File: config.mk
export PLATFORM = sky130hd
export DESIGN_NAME = audio_frame_controller
export DESIGN_NICKNAME = d
export VERILOG_FILES = /design/src/rtl/audio_frame_controller.sv
export SDC_FILE = /design/constraint.sdc
export NUM_CORES = 1
export LEC_CHECK = 0
export BUFFER_PORTS_ARGS = -buffer_cell sky130_fd_sc_hd__buf_2
export CORE_MARGIN = 2
export CORE_UTILIZATION = 52
export CTS_CLUSTER_SIZE = 28
export DETAILED_ROUTE_END_ITERATION = 7
export PLACE_DENSITY = 0.89
export SYNTH_ARGS = -nofsm -noshare
export SYNTH_HDL_FRONTEND = slang
export SYNTH_SLANG_ARGS = --single-unit
File: constraint.sdc
create_clock -name clk -period 2 [get_ports clk]
set_input_delay 0.4 -clock clk [delete_from_list [all_inputs] [get_ports clk]]
set_output_delay 0.4 -clock clk [all_outputs]
set_load 0.02 [all_outputs]
File: src/rtl/audio_frame_controller.sv
// Double-buffered ADC capture into a shared single-port RAM, with frame copy-out
// to a pitch engine and a latched pitch result.
module audio_frame_controller #(
    parameter int DATA_WIDTH = 8,
    parameter int FRAME_SIZE = 256,
    localparam int ADDRESS_WIDTH = $clog2(2*FRAME_SIZE),
    localparam int INDEX_WIDTH = $clog2(FRAME_SIZE)
) (
    input  logic                     clk,
    input  logic                     reset,
    input  logic                     eoc,
    input  logic [DATA_WIDTH-1:0]    din,
    output logic [ADDRESS_WIDTH-1:0] ram_address,
    output logic [DATA_WIDTH-1:0]    ram_data_in,
    output logic                     ram_write,
    input  logic [DATA_WIDTH-1:0]    ram_data_out,
    output logic [DATA_WIDTH-1:0]    win_data,
    output logic [INDEX_WIDTH-1:0]   win_index,
    output logic                     win_valid,
    output logic                     engine_start,
    input  logic                     engine_ready,
    input  logic [7:0]               engine_result,
    output logic [7:0]               tau,
    output logic                     tau_valid,
    output logic                     overrun
);
    localparam logic [INDEX_WIDTH-1:0] LAST = INDEX_WIDTH'(FRAME_SIZE - 1);

    typedef enum logic [1:0] {IDLE, COPY, DRAIN, WAIT_ENGINE} state_t;
    state_t state, state_next;

    logic                   eoc_s1, eoc_s2, eoc_prev, armed, eoc_rise;
    logic [1:0]             settle;
    logic [DATA_WIDTH-1:0]  sample_q;
    logic                   wr_pend;
    logic                   fill_half, pend_half, pending;
    logic [INDEX_WIDTH-1:0] fill_index;
    logic                   copy_half;
    logic [INDEX_WIDTH-1:0] copy_index, rd_idx1;
    logic                   rd_v1;
    logic                   take, rd_issue, last_issue, start_d, accept;

    // An edge only counts once the synchroniser holds real samples and has seen
    // eoc low, so eoc held high across reset cannot fake a rising edge.
    assign eoc_rise = eoc_s2 & ~eoc_prev & armed;

    always_ff @(posedge clk) begin
        if (reset) state <= IDLE;
        else       state <= state_next;
    end

    always_comb begin
        state_next = state;
        case (state)
            IDLE:        if (pending)      state_next = COPY;
            COPY:        if (last_issue)   state_next = DRAIN;
            DRAIN:       if (start_d)      state_next = WAIT_ENGINE;
            WAIT_ENGINE: if (engine_ready) state_next = IDLE;
            default:                       state_next = IDLE;
        endcase
    end

    always_comb begin
        take       = (state == IDLE) && pending;
        rd_issue   = (state == COPY) && !wr_pend;
        last_issue = rd_issue && (copy_index == LAST);
        start_d    = (state == DRAIN) && win_valid && (win_index == LAST);
        accept     = (state == WAIT_ENGINE) && engine_ready;
    end

    // Capture writes own the port; a copy read in the same cycle simply waits.
    always_comb begin
        ram_write   = wr_pend;
        ram_data_in = sample_q;
        if (wr_pend)       ram_address = {fill_half, fill_index};
        else if (rd_issue) ram_address = {copy_half, copy_index};
        else               ram_address = '0;
    end

    always_ff @(posedge clk) begin
        if (reset) begin
            eoc_s1       <= 1'b0;
            eoc_s2       <= 1'b0;
            eoc_prev     <= 1'b0;
            settle       <= '0;
            armed        <= 1'b0;
            sample_q     <= '0;
            wr_pend      <= 1'b0;
            fill_half    <= 1'b0;
            fill_index   <= '0;
            pending      <= 1'b0;
            pend_half    <= 1'b0;
            overrun      <= 1'b0;
            copy_half    <= 1'b0;
            copy_index   <= '0;
            rd_v1        <= 1'b0;
            rd_idx1      <= '0;
            win_valid    <= 1'b0;
            win_data     <= '0;
            win_index    <= '0;
            engine_start <= 1'b0;
            tau          <= '0;
            tau_valid    <= 1'b0;
        end else begin
            eoc_s1   <= eoc;
            eoc_s2   <= eoc_s1;
            eoc_prev <= eoc_s2;
            settle   <= {settle[0], 1'b1};
            armed    <= armed | (settle[1] & ~eoc_s2);

            wr_pend <= eoc_rise;
            if (eoc_rise) sample_q <= din;

            // A completion in the same cycle IDLE takes the old frame re-posts pending.
            if (take) pending <= 1'b0;
            if (wr_pend) begin
                fill_index <= fill_index + 1'b1;
                if (fill_index == LAST) begin
                    fill_half <= ~fill_half;
                    pend_half <= fill_half;
                    pending   <= 1'b1;
                    if (pending && !take) overrun <= 1'b1;
                end
            end

            if (take) begin
                copy_half  <= pend_half;
                copy_index <= '0;
            end else if (rd_issue) begin
                copy_index <= copy_index + 1'b1;
            end

            rd_v1     <= rd_issue;
            rd_idx1   <= copy_index;
            win_valid <= rd_v1;
            if (rd_v1) begin
                win_data  <= ram_data_out;
                win_index <= rd_idx1;
            end

            engine_start <= start_d;
            tau_valid    <= 1'b0;
            if (accept && engine_result != 8'd0) begin
                tau       <= engine_result;
                tau_valid <= 1'b1;
            end
        end
    end
endmodule

[Yosys cells after proc, flatten, opt, wreduce, memory -nomap -nowiden]
Index checks and enable logic that the tools add are counted.
Widths: inputs -> output; s select.
Storage, ports and cells
  bits in registers: 74
  bits of input ports: 28
  logic and storage cells: 71
Operators by class
  add/sub/neg operators: 2
  equality and inequality tests: 10
  multiplexer cells: 12
  bitwise gates (word level): 7
  reduce and logical (&&, ||, !) cells: 16
Operators by type and width (number)
  $eq 8x8->1 const B: 3
  $mux 9: 2
  $add 8x1->8 const B: 2
  $logic_and 1x1->1: 8
  $mux 2: 4
  $ne 2x2->1 const B: 4
  $pmux 2 s4: 1
  $reduce_bool 8->1: 1
  $mux 1: 5
  $eq 2x2->1 const B: 2
  $reduce_and 4->1: 1
  $and 1x1->1: 3
  $not 1->1: 3
  $reduce_and 3->1: 1
  $eq 2x1->1 const B: 1
  $logic_not 1->1: 2
  $logic_not 2->1: 1
  $reduce_and 2->1: 1
  $reduce_or 2->1: 1
  $or 1x1->1: 1

[Longest topological paths before layout]
  word-level depth: 5
  gate-level depth with buffers: 7

[Worst setup path before layout]
Ideal clock, no wire load.
  kind: register -> output
  start point: reg state[1]
  end point: out ram_address[0]
  arrival time: 1.358 ns
  data required time: 1.600 ns
  slack: 0.242 ns
  cell stages (with the launch flop): 6
  buffers on the path: 1
  cells stage by stage: dfxtp_1 -> inv_1 -> ha_1 -> buf_4 -> nor2b_1 -> a22o_1
Between the ends
  cells in the longest elaborated chain, start to end: 4
Ends and longest elaborated chain
  start, declared: line 30  | state_t state, state_next;
  start signal, assigned: line 49  | else state <= state_next;
  $eq 2x1->1: line 65  | rd_issue = (state == COPY) && !wr_pend;
  $logic_and 1x1->1: line 65
  $mux 9: line 76  | else if (rd_issue) ram_address = {copy_half, copy_index};
  $mux 9: line 75  | if (wr_pend) ram_address = {fill_half, fill_index};
  end, declared: line 13  | output logic [ADDRESS_WIDTH-1:0] ram_address,
No other way between the ends.

[Worst setup path after layout]
  start point: reg state[1]
  end point: out ram_address[6]
The elaborated chain is that of the path after synthesis.

==> run metrics <==
Vias=2,287; Tightest Hold Check Type=in2reg; syn avg cell area=9.597 um2; number of max-cap violations=0; Relative slew margins=0.6031; ant diodes=0; PwrDens=898.7 mW/mm2; largest net degree at the start of global routing=35; number of synthesized register bits=74; num rows=27; number of nets in the layout=412; initial DRC count=76; status=completed; Area contributors post-synth=dfxtp_1 51%, mux2i_1 12%, nor2_1 7.0%, nand2_1 3.7%, ha_1 3.0%; area growth from synthesis to layout=22.82%; Clock transition at path regs=0.07 ns; Crit. End Element=output pin; Leak=1.566 nW; Die ar.=0.006148 mm2; Data arrival, critical path=1.51 ns; TritonCTS clock tree=yes; yosys warns=0; Startpoint Class=register; Initial DRT Pass Iterations=4; H-tree depth=3; GP Congestion=0.7951; drt wl/cell=12.53 um; final setup vio count=0; Antenna Violating Nets Remaining=0; met2 Use GR=0.3181; Syn Nets=335; Die Height=78.41 um; reg2reg setup slack=0.32 ns; top-area cell type share of the netlist area=0.5146; fin cells=454; Fin. Hold Viols=0; fmax=523.7 MHz; post-synth cell types=35; Global Route met3 Usage=0.03563; Initial Utilization=0.5293; grt ovf=0; DP HPWL=4.111 mm; CP Class=reg2out; initial antenna violation count=0; vias in the first global route=2,017; first-pass GRT wire length=9.170 mm; Tightest Pin Transition=0.5954 ns; area leader, netlist=dfxtp_1; CTS buffer count=9; CP max stage delay=0.34 ns; Peak VDD IR=0.5581 mV; Core Box Area=0.005439 mm2; Slowest cell on crit path=dfxtp_1; Filler Cells Inserted=458; Worst-Skew Late Latency=0.34 ns; RSZ-0062 raised after global routing=false; CP max FO=9; Synth Cell Area=0.002879 mm2; Via density=5.037; register area share after synthesis=0.5146; I/O pin total=74; TritonCTS Sinks=74; GRT met1 Usage=0.2328; CP Data Required Time=1.60 ns; critical path cell sequence=inv_2 > ha_4 > buf_6 > nand2_1 > o21ai_0 > buf_2; Clock Skew=0.006716 ns; Overall Global Routing Usage=0.1900; max-slew violation count=0; Min Hold Slack=0.2668 ns; Die X=78.41 um; post-CTS repair timing setup buffer count=0; layout cells sized above 1=0.2670; number of port buffers=73; Mapped Cells=300; min Tclk post-route=1.910 ns; grt peak-use layer=met2; Util after Layout=0.6501; Post-Route WL=5.690 mm; CP delay by family, top=buffers and inverters; Buf/Inv on CP=3; largest buffer count on any clock path=2; DP Cell Count=438; DRC Markers=0; final setup TNS=0 ns; cts hold-fix bufs=0; period utilisation layout=0.9548; CTS Root Cell=clkbuf_8; Pwr Total=0.003178 W
-- sequential cells by signal, summed over array words and instances, names as in the netlist, 2 cells and up --
name and count:
fill_index 8, rd_idx1 8, ram_data_in 8, win_data 8, win_index 8, tau 8, copy_index 8, settle 2
state 2
-- cells in the mapped netlist --
master	instances
nand4_1	4
and3_1	1
dfxtp_1	74
nand3_1	6
buf_6	1
a222oi_1	1
inv_1	10
a31oi_1	2
mux2i_1	35
buf_2	3
and3b_1	1
xnor2_1	6
nor4_2	1
xor2_1	5
nand3b_1	2
a31o_1	1
nor4_1	3
a21oi_1	7
a311oi_1	1
nand2_1	28
o21ai_0	12
nor2b_1	11
or3_1	3
nor2_1	54
a21oi_2	1
a22o_1	1
a211oi_1	1
and2_1	3
buf_4	1
ha_1	7
nor3_1	2
o41ai_4	1
nor3_2	1
clkbuf_1	9
nand3b_4	1
-- cell families (layout without fill, tap and decap cells) --
family                   count (synthesis)  after routing  synth area share
AND/OR/NAND/NOR                        121            121            0.1982
flip-flops                              74             74            0.5146
multiplexers                            35             35            0.1217
AO/OA/AOI/OAI                           28             28           0.06519
buffers and inverters                   24            106           0.03651
XOR/XNOR                                11             11           0.03346
adder cells (fa/ha/maj)                  7              7           0.03042
-- placed cells by master, fill, tap and decap left out, drive strengths merged, types with 3 or more instances in the layout --
cell type,Yosys,layout
ha,7,7
nor4,4,4
mux2i,35,35
xor2,5,5
dfxtp,74,74
nor3,3,3
nand3,6,6
or3,3,3
xnor2,6,6
inv,10,10
nand3b,3,3
nand2,28,28
nand4,4,4
and2,3,3
o21ai,12,12
a21oi,8,8
clkbuf,9,11
nor2,54,54
nor2b,11,11
buf,5,80
-- power breakdown --
part | leakage (nW) | total (W) | internal [W] | switching [W]
combinational | 0.878 | 0.000501 | 0.000233 | 0.000268
sequential | 0.598 | 0.00159 | 0.00154 | 0.0000501
clock | 0.0893 | 0.00109 | 0.000572 | 0.000516
-- worst register-to-register path, cell delays in order, from the launching register on --
cell,delay [ns]
dfxtp_2,0.38
inv_1,0.10
ha_1,0.25
a222oi_1,0.46
a311oi_1,0.18
a31o_1,0.21
-- stage by stage --
stage               instance area (um2)  worst slack, ns
finish                             3536          0.09046
global route                       3536          0.01114
CTS                                3531          0.03578
detailed placement                 3332           0.2861
global placement                   3332           0.3652
floorplan                          2879           0.2422
-- timing repair --
item | 4_1_cts | 5_1_grt
setup endpoints to repair | 7 | 6
resized for setup | 3 | 3
pin swaps | 0 | 0
-- area by class of cell --
type | count | area, um2 | area share
timing repair buffer | 80 | 434.2 | 0.1228
multi-input combinational | 202 | 1305 | 0.3691
clock buffer | 11 | 131.4 | 0.03716
tap | 72 | 90.09 | 0.02548
clock inverter | 5 | 55.05 | 0.01557
sequential | 74 | 1483 | 0.4193
inverter | 10 | 37.54 | 0.01062
-- per-layer routing --
| layer | up-vias | part of all wire |
|---|---|---|
| met2 | 61 | 0.48 |
| met3 | 13 | 0.041 |
| met4 | 0 | 0.022 |
| li1 | 1156 | - |
| met5 | - | 0 |
| met1 | 1057 | 0.45 |
-- worst paths after layout --
check	start	endpoint	cells after the start
worst max-delay path	state[1]	ram_address[6]	6
worst min-delay path	eoc	eoc_s1	2
worst max register to register	state[0]	state[1]	5
worst min register to register	eoc_s2	eoc_prev	2
Power figures use the tool's default switching activity.
